`config.mk`:
```
export PLATFORM = sky130hd
export DESIGN_NAME = memory_stage
export DESIGN_NICKNAME = d
export VERILOG_FILES = /design/src/rtl/cpu_pkg.sv /design/src/rtl/memory_stage_load_align.sv /design/src/rtl/memory_stage.sv
export SDC_FILE = /design/constraint.sdc
export NUM_CORES = 1
export LEC_CHECK = 0
export ABC_CLOCK_PERIOD_IN_PS = 2600
export BUFFER_PORTS_ARGS = -buffer_cell sky130_fd_sc_hd__clkbuf_2
export CORE_ASPECT_RATIO = 0.6
export CORE_UTILIZATION = 52
export CTS_BUF_LIST = sky130_fd_sc_hd__clkbuf_16
export CTS_CLUSTER_DIAMETER = 100
export DETAILED_ROUTE_END_ITERATION = 12
export PLACE_DENSITY = 0.86
export SYNTH_ARGS = -nofsm -noshare
export SYNTH_HDL_FRONTEND = slang
export SYNTH_HIERARCHICAL = 1
export SYNTH_SLANG_ARGS = --single-unit
```
`constraint.sdc`:
```
create_clock -name clk -period 2.6 [get_ports clk]
set_input_delay 0.52 -clock clk [delete_from_list [all_inputs] [get_ports clk]]
set_output_delay 0.52 -clock clk [all_outputs]
set_load 0.1 [all_outputs]
```
`src/rtl/cpu_pkg.sv`:
```
// Shared types and helpers for the memory stage.
// Contents:
//   memory_stage_state_t  - stage FSM encoding
//   LS_*                  - funct3 load/store width codes
//   ls_width_ok()         - funct3 names a supported access width
//   ls_strobe()           - byte enables for a width at a lane offset
package cpu_pkg;

    typedef enum logic [1:0] {
        EMPTY    = 2'd0,
        REQUEST  = 2'd1,
        RESPONSE = 2'd2,
        FULL     = 2'd3
    } memory_stage_state_t;

    localparam logic [2:0] LS_BYTE   = 3'b000;
    localparam logic [2:0] LS_HALF   = 3'b001;
    localparam logic [2:0] LS_WORD   = 3'b010;
    localparam logic [2:0] LS_BYTE_U = 3'b100;
    localparam logic [2:0] LS_HALF_U = 3'b101;

    // 011/110/111 are not valid access widths
    function automatic logic ls_width_ok(input logic [2:0] funct3);
        return (funct3 == LS_BYTE) || (funct3 == LS_HALF) || (funct3 == LS_WORD) ||
               (funct3 == LS_BYTE_U) || (funct3 == LS_HALF_U);
    endfunction

    // Offset is expected to be naturally aligned for the width already
    function automatic logic [3:0] ls_strobe(input logic [2:0] funct3, input logic [1:0] off);
        logic [3:0] strobe;
        case (funct3[1:0])
            2'b00:   strobe = 4'b0001 << off;
            2'b01:   strobe = 4'b0011 << off;
            default: strobe = 4'b1111 << off;
        endcase
        return strobe;
    endfunction

endpackage

```
`src/rtl/memory_stage_load_align.sv`:
```
// load_align: shifts the addressed lane of a load response down to bit 0 and
// sign- or zero-extends it according to funct3.
// Ports:
//   rdata        - raw load response word
//   off          - byte offset within the word (already naturally aligned)
//   funct3       - access width / signedness
//   load_value_c - extended load value (combinational)
module load_align
    import cpu_pkg::*;
#(
    parameter int unsigned DATA_WIDTH = 32
) (
    input  logic [DATA_WIDTH-1:0] rdata,
    input  logic [1:0]            off,
    input  logic [2:0]            funct3,
    output logic [DATA_WIDTH-1:0] load_value_c
);

    logic [DATA_WIDTH-1:0] shifted;

    always_comb begin
        shifted      = rdata >> {off, 3'b000};
        load_value_c = shifted;
        case (funct3)
            LS_BYTE:   load_value_c = {{(DATA_WIDTH-8){shifted[7]}}, shifted[7:0]};
            LS_BYTE_U: load_value_c = {{(DATA_WIDTH-8){1'b0}}, shifted[7:0]};
            LS_HALF:   load_value_c = {{(DATA_WIDTH-16){shifted[15]}}, shifted[15:0]};
            LS_HALF_U: load_value_c = {{(DATA_WIDTH-16){1'b0}}, shifted[15:0]};
            default:   load_value_c = shifted;
        endcase
    end

endmodule

```
`src/rtl/memory_stage.sv`:
```
// memory_stage: pipeline stage after execute. Issues one data-bus request for
// each load/store, aligns load data and presents the writeback value.
// Optional build macro: MEMORY_STAGE_MISALIGN_TRAP_EN - misaligned halfword/word
// accesses skip the bus and flag misaligned_out; otherwise the offset is
// truncated to natural alignment.
// Ports:
//   clk, rst_n                   - clock, async active-low reset
//   prev_done / stall_prev       - handshake with execute stage
//   done_next / next_stall       - handshake with writeback stage
//   *_in                         - execute-stage results, captured on transfer
//   mem_*                        - single-beat data bus (req/ready, rvalid/rdata)
//   *_out                        - values presented to writeback
module memory_stage
    import cpu_pkg::*;
#(
    parameter int unsigned ADDR_WIDTH              = 32,
    parameter int unsigned DATA_WIDTH              = 32,
    parameter int unsigned REGISTER_INDEXING_WIDTH = 5
) (
    input  logic                               clk,
    input  logic                               rst_n,
    output logic                               stall_prev,
    input  logic                               prev_done,
    input  logic                               next_stall,
    output logic                               done_next,
    input  logic [ADDR_WIDTH-1:0]              program_count_in,
    input  logic                               program_count_valid_in,
    input  logic                               load_in,
    input  logic                               store_in,
    input  logic [2:0]                         funct_3_in,
    input  logic                               funct_3_valid_in,
    input  logic [REGISTER_INDEXING_WIDTH-1:0] write_register_in,
    input  logic                               write_register_valid_in,
    input  logic [DATA_WIDTH-1:0]              result_data_in,
    input  logic                               result_data_valid_in,
    input  logic [DATA_WIDTH-1:0]              memory_store_data_in,
    input  logic                               memory_store_data_valid_in,
    output logic                               mem_req,
    input  logic                               mem_ready,
    output logic [ADDR_WIDTH-1:0]              mem_addr,
    output logic                               mem_we,
    output logic [3:0]                         mem_wstrb,
    output logic [DATA_WIDTH-1:0]              mem_wdata,
    input  logic                               mem_rvalid,
    input  logic [DATA_WIDTH-1:0]              mem_rdata,
    output logic [ADDR_WIDTH-1:0]              program_count_out,
    output logic                               program_count_valid_out,
    output logic [REGISTER_INDEXING_WIDTH-1:0] write_register_out,
    output logic                               write_register_valid_out,
    output logic [DATA_WIDTH-1:0]              write_data_out,
    output logic                               write_data_valid_out,
    output logic                               misaligned_out
);

    memory_stage_state_t state, state_next;

    logic                  accept_c;
    logic                  capture_c;
    logic                  access_c;
    logic                  misalign_c;
    logic                  to_bus_c;
    logic [1:0]            off_c;
    logic [1:0]            off_eff_c;
    logic [31:0]           wdata_c;
    logic [1:0]            off_q;
    logic [2:0]            funct3_q;
    logic [DATA_WIDTH-1:0] load_value_c;
    logic                  unused_c;

    // Valid qualifiers for funct3 and store data carry no extra information here
    assign unused_c = ^{funct_3_valid_in, memory_store_data_valid_in};

    // Stage can take a new instruction this cycle
    assign accept_c   = (state == EMPTY) || ((state == FULL) && !next_stall);
    assign capture_c  = accept_c && prev_done;
    assign stall_prev = !rst_n || !accept_c;

    // Access classification of the incoming instruction
    assign off_c    = result_data_in[1:0];
    assign access_c = (load_in || store_in) && ls_width_ok(funct_3_in);
    assign to_bus_c = access_c && !misalign_c;

    // Offset rounded down to natural alignment; only matters without the trap
    always_comb begin
        off_eff_c = off_c;
        case (funct_3_in[1:0])
            2'b00:   off_eff_c = off_c;
            2'b01:   off_eff_c = {off_c[1], 1'b0};
            default: off_eff_c = 2'b00;
        endcase
    end

    // Replicating the store data fills every lane, so the lane shift is implicit
    always_comb begin
        wdata_c = memory_store_data_in[31:0];
        case (funct_3_in[1:0])
            2'b00:   wdata_c = {4{memory_store_data_in[7:0]}};
            2'b01:   wdata_c = {2{memory_store_data_in[15:0]}};
            default: wdata_c = memory_store_data_in[31:0];
        endcase
    end

`ifdef MEMORY_STAGE_MISALIGN_TRAP_EN
    assign misalign_c = access_c &&
                        (((funct_3_in[1:0] == 2'b01) && off_c[0]) ||
                         ((funct_3_in[1:0] == 2'b10) && (off_c != 2'b00)));

    always_ff @(posedge clk or negedge rst_n) begin
        if (!rst_n) begin
            misaligned_out <= 1'b0;
        end else if (capture_c) begin
            misaligned_out <= misalign_c;
        end
    end
`else
    assign misalign_c     = 1'b0;
    assign misaligned_out = 1'b0;
`endif

    // State register
    always_ff @(posedge clk or negedge rst_n) begin
        if (!rst_n) begin
            state <= EMPTY;
        end else begin
            state <= state_next;
        end
    end

    // Next-state logic
    always_comb begin
        state_next = state;
        case (state)
            EMPTY: begin
                if (capture_c) state_next = to_bus_c ? REQUEST : FULL;
            end
            REQUEST: begin
                if (mem_ready) state_next = mem_we ? FULL : RESPONSE;
            end
            RESPONSE: begin
                if (mem_rvalid) state_next = FULL;
            end
            FULL: begin
                if (!next_stall) begin
                    if (capture_c) state_next = to_bus_c ? REQUEST : FULL;
                    else           state_next = EMPTY;
                end
            end
            default: state_next = EMPTY;
        endcase
    end

    // Handshake outputs registered from the next state
    always_ff @(posedge clk or negedge rst_n) begin
        if (!rst_n) begin
            done_next <= 1'b0;
            mem_req   <= 1'b0;
        end else begin
            done_next <= (state_next == FULL);
            mem_req   <= (state_next == REQUEST);
        end
    end

    load_align #(
        .DATA_WIDTH(DATA_WIDTH)
    ) u_load_align (
        .rdata       (mem_rdata),
        .off         (off_q),
        .funct3      (funct3_q),
        .load_value_c(load_value_c)
    );

    // Instruction capture, bus request fields and load writeback
    always_ff @(posedge clk or negedge rst_n) begin
        if (!rst_n) begin
            program_count_out        <= '0;
            program_count_valid_out  <= 1'b0;
            write_register_out       <= '0;
            write_register_valid_out <= 1'b0;
            write_data_out           <= '0;
            write_data_valid_out     <= 1'b0;
            mem_addr                 <= '0;
            mem_we                   <= 1'b0;
            mem_wstrb                <= 4'b0000;
            mem_wdata                <= '0;
            off_q                    <= 2'b00;
            funct3_q                 <= 3'b000;
        end else if (capture_c) begin
            program_count_out        <= program_count_in;
            program_count_valid_out  <= program_count_valid_in;
            write_register_out       <= write_register_in;
            write_register_valid_out <= write_register_valid_in;
            write_data_out           <= result_data_in;
            write_data_valid_out     <= (load_in || store_in) ? 1'b0 : result_data_valid_in;
            mem_addr                 <= ADDR_WIDTH'(result_data_in) & ~ADDR_WIDTH'(3);
            mem_we                   <= to_bus_c && store_in;
            mem_wstrb                <= to_bus_c ? ls_strobe(funct_3_in, off_eff_c) : 4'b0000;
            mem_wdata                <= (to_bus_c && store_in) ? DATA_WIDTH'(wdata_c) : '0;
            off_q                    <= off_eff_c;
            funct3_q                 <= funct_3_in;
        end else if ((state == RESPONSE) && mem_rvalid) begin
            write_data_out           <= load_value_c;
            write_data_valid_out     <= 1'b1;
        end
    end

endmodule
```
==> results.sh <==
export IMPL_rsz0062_at_grt="no"
export IMPL_gr_usage_met1_pct=41.7
export IMPL_postSynthAreaPerCell_um2=9.37
export IMPL_grt_util_met2_pct=45.3
export IMPL_hold_violations=0
export IMPL_rrSetupSlack_ns=0.51
export IMPL_r2r_end="write_data_out[20]"
export IMPL_finalClockSkew_ns=0.0131
export IMPL_htreeDepth=4
export IMPL_status="finished, final reports clean"
export IMPL_start_util_pct=54.9
export IMPL_worst_pin_slew_ns=1.01
export IMPL_crit_type="reg2out"
export IMPL_synth_edf_count=0
export IMPL_drc=0
export IMPL_dr_pass1_iters=5
export IMPL_timing_setup_tns_ns=0
export IMPL_yosysMostFrequentCell="nand2_1"
export IMPL_clk_pin_slew_worst_paths_ns=0.06
export IMPL_cp_cell_sequence="nor2b_4, nand2_1, o21ai_0, nand2_1, clkbuf_2"
export IMPL_met3_usage_pct=8.54
export IMPL_grt_util_all_layers_pct=29.6
export IMPL_slowest_delay_ns=0.52
export IMPL_min_path_cells=3
export IMPL_routabilityCongestion=0.911
export IMPL_antenna_found_initial=0
export IMPL_tritoncts="yes"
export IMPL_startpoint_type="register"
export IMPL_drive_above_1_share_pct=33.9
export IMPL_grt_pass1_vias=5973
export IMPL_coreArea_um2=12400
export IMPL_final_max_slew_viol_count=0
export IMPL_cts_sinks=148
export IMPL_yosysTopAreaCell="dfrtp_1"
export IMPL_fin_nets=1149
export IMPL_synth_cells=727
export IMPL_cp_required_ns=2.08
export IMPL_async_flop_share_pct=100
export IMPL_yosysWarningCount=6
export IMPL_vias=6238
export IMPL_area_growth_pct=31.6
export IMPL_synthesis_area_um2=6810
export IMPL_final_cells=1177
export IMPL_dp_cells=1145
export IMPL_placed_area_um2=8340
export IMPL_crit_family="flip-flops"
export IMPL_finalInstanceArea_um2=8970
export IMPL_boundaryPins=294
export IMPL_drtAntennaViolNets=0
export IMPL_grt_max_degree=82
export IMPL_cp_data_arrival_time_ns=1.80
export IMPL_maxCapViolCount=0
export IMPL_cp_end_kind="output port"
export IMPL_dieArea_um2=13600
export IMPL_grt_first_pass_wirelength_um=30800
export IMPL_fp_dieW_um=150
export IMPL_drt_vias_per_instance=5.30
export IMPL_rr_startpoint="off_q[0]"
export IMPL_netlist_top_cells_count="nand2_1 (266), dfrtp_1 (148), mux2i_1 (74)"
export IMPL_synth_distinct_cells=42
export IMPL_dp_hpwl_um=14500
export IMPL_antenna_cells=0
export IMPL_drt_iter0_drc=481
export IMPL_die_height_um=90.7
export IMPL_crit_slowest_cell="dfrtp_1"
export IMPL_avgRoutedWirePerCell_um=16.7
export IMPL_fin_crit_sh_pct=89.0
export IMPL_worstHoldEndpoint="program_count_out[11]"
export IMPL_synth_main_ff_cell="dfrtp_1"
export IMPL_finalHoldWorstSlack_ns=0.294
export IMPL_cts_resized=0
export IMPL_synthTopCellsByArea="dfrtp_1 (54%), nand2_1 (15%), mux2i_1 (11%)"
export IMPL_clk_latency_ns=0.41
export IMPL_top_usage_layer="met2"
export IMPL_min_period_ns=2.32
export IMPL_yosysSeqAreaShare_pct=54.4
export IMPL_cts_made_buffers=17
export IMPL_r2r_cells=6
export IMPL_crit_path_frequent_cell="nand2_1"
export IMPL_synth_top_area_share_pct=54.4
export IMPL_relSlewSlack_pct=32.3
export IMPL_worstPathMaxFanout=10
export IMPL_finalSetupViolCount=0
export IMPL_holdCritStartpoint="program_count_in[11]"
export IMPL_path_buf_inv=1
export IMPL_portBuffers=288
export IMPL_wirelength_um=19700
export IMPL_clockBufferDepth=2
export IMPL_grt_overflow=0
export IMPL_timing_fmax_mhz=432
export IMPL_root_buffer="clkbuf_16"
export IMPL_hp_class="in2reg"
export IMPL_synth_seq_cells=148
export IMPL_std_cell_rows=31
==> layout by cell type, fill, tap and decap left out, types with 2 or more instances in the layout <==
cell and instances:
nand2_1 266, clkbuf_16 17, o21ai_2 2, buf_12 2
clkinv_4 2, dfrtp_1 148, nand3_1 3, bufinv_16 4
o21ai_1 20, a211oi_1 16, clkbuf_2 287, nor2b_1 10
nor3_1 2, a22oi_1 2, o21ai_0 45, nand2b_1 3
a22o_1 12, inv_1 3, buf_4 10, conb_1 3
mux2i_1 74, a21oi_1 18, clkinvlp_4 4, nor2_1 35
==> what timing repair did <==
item / 4_1_cts / 5_1_grt
hold endpoints to repair: 5 / 0
hold buffers: 1 / 0
buffers inserted: 0 / 0
==> cell families after synthesis <==
kind of cell	after synthesis	synth area share (%)
other cells	1	0.0551
buf+inv	50	3.91
simple gates	331	19.7
flops	148	54.4
compound gates	123	11.1
mux	74	10.9
==> layer usage <==
layer,routed length (um),vias up
met1,8760,2976
met3,1710,20
met4,191,0
met2,9050,281
li1,-,2961
met5,0,-
==> metrics by stage <==
step | setup slack (ns) | util (%)
after floorplan | 0.686 | -
after global placement | 0.538 | 67.2
after detailed placement | 0.456 | 67.2
after CTS | 0.280 | 72.2
after global routing | 0.184 | 72.2
final | 0.285 | 72.2
==> worst max-delay path by stage <==
stage | depth (start not counted) | slack [ns] | start | end
after floorplan | 5 | 0.69 | state[1] | stall_prev
after global placement | 5 | 0.54 | prev_done | mem_wdata[8]
after detailed placement | 7 | 0.46 | mem_rdata[15] | write_data_out[20]
after CTS | 5 | 0.28 | state[1] | stall_prev
after global routing | 5 | 0.18 | state[1] | stall_prev
final | 5 | 0.28 | state[1] | stall_prev
==> area by class of cell <==
class | count | area, um2
Timing Repair Buffer | 301 | 1570
Sequential cell | 148 | 3700
Clock buffer | 17 | 425
Tap cell | 165 | 206
Clock inverter | 14 | 189
Inverter | 1 | 3.75
Multi-Input combinational cell | 531 | 2870
Fill cell | 975 | 3440
==> worst min-delay path, cell delays in order <==
cell and delay (ns):
clkbuf_2 0.07, nand2_1 0.04, nand2_1 0.04
==> sequential cells by signal, summed over array words and instances (netlist names) <==
signal                    cells
write_data_valid_out          1
mem_addr                     30
state                         2
write_register_valid_out      1
funct3_q                      3
write_register_out            5
mem_we                        1
write_data_out               32
mem_wstrb                     4
mem_req                       1
done_next                     1
program_count_valid_out       1
program_count_out            32
off_q                         2
mem_wdata                    32
Power is not shown: default switching activity piles up to over one toggle a cycle in this logic, so the estimate is an artifact.
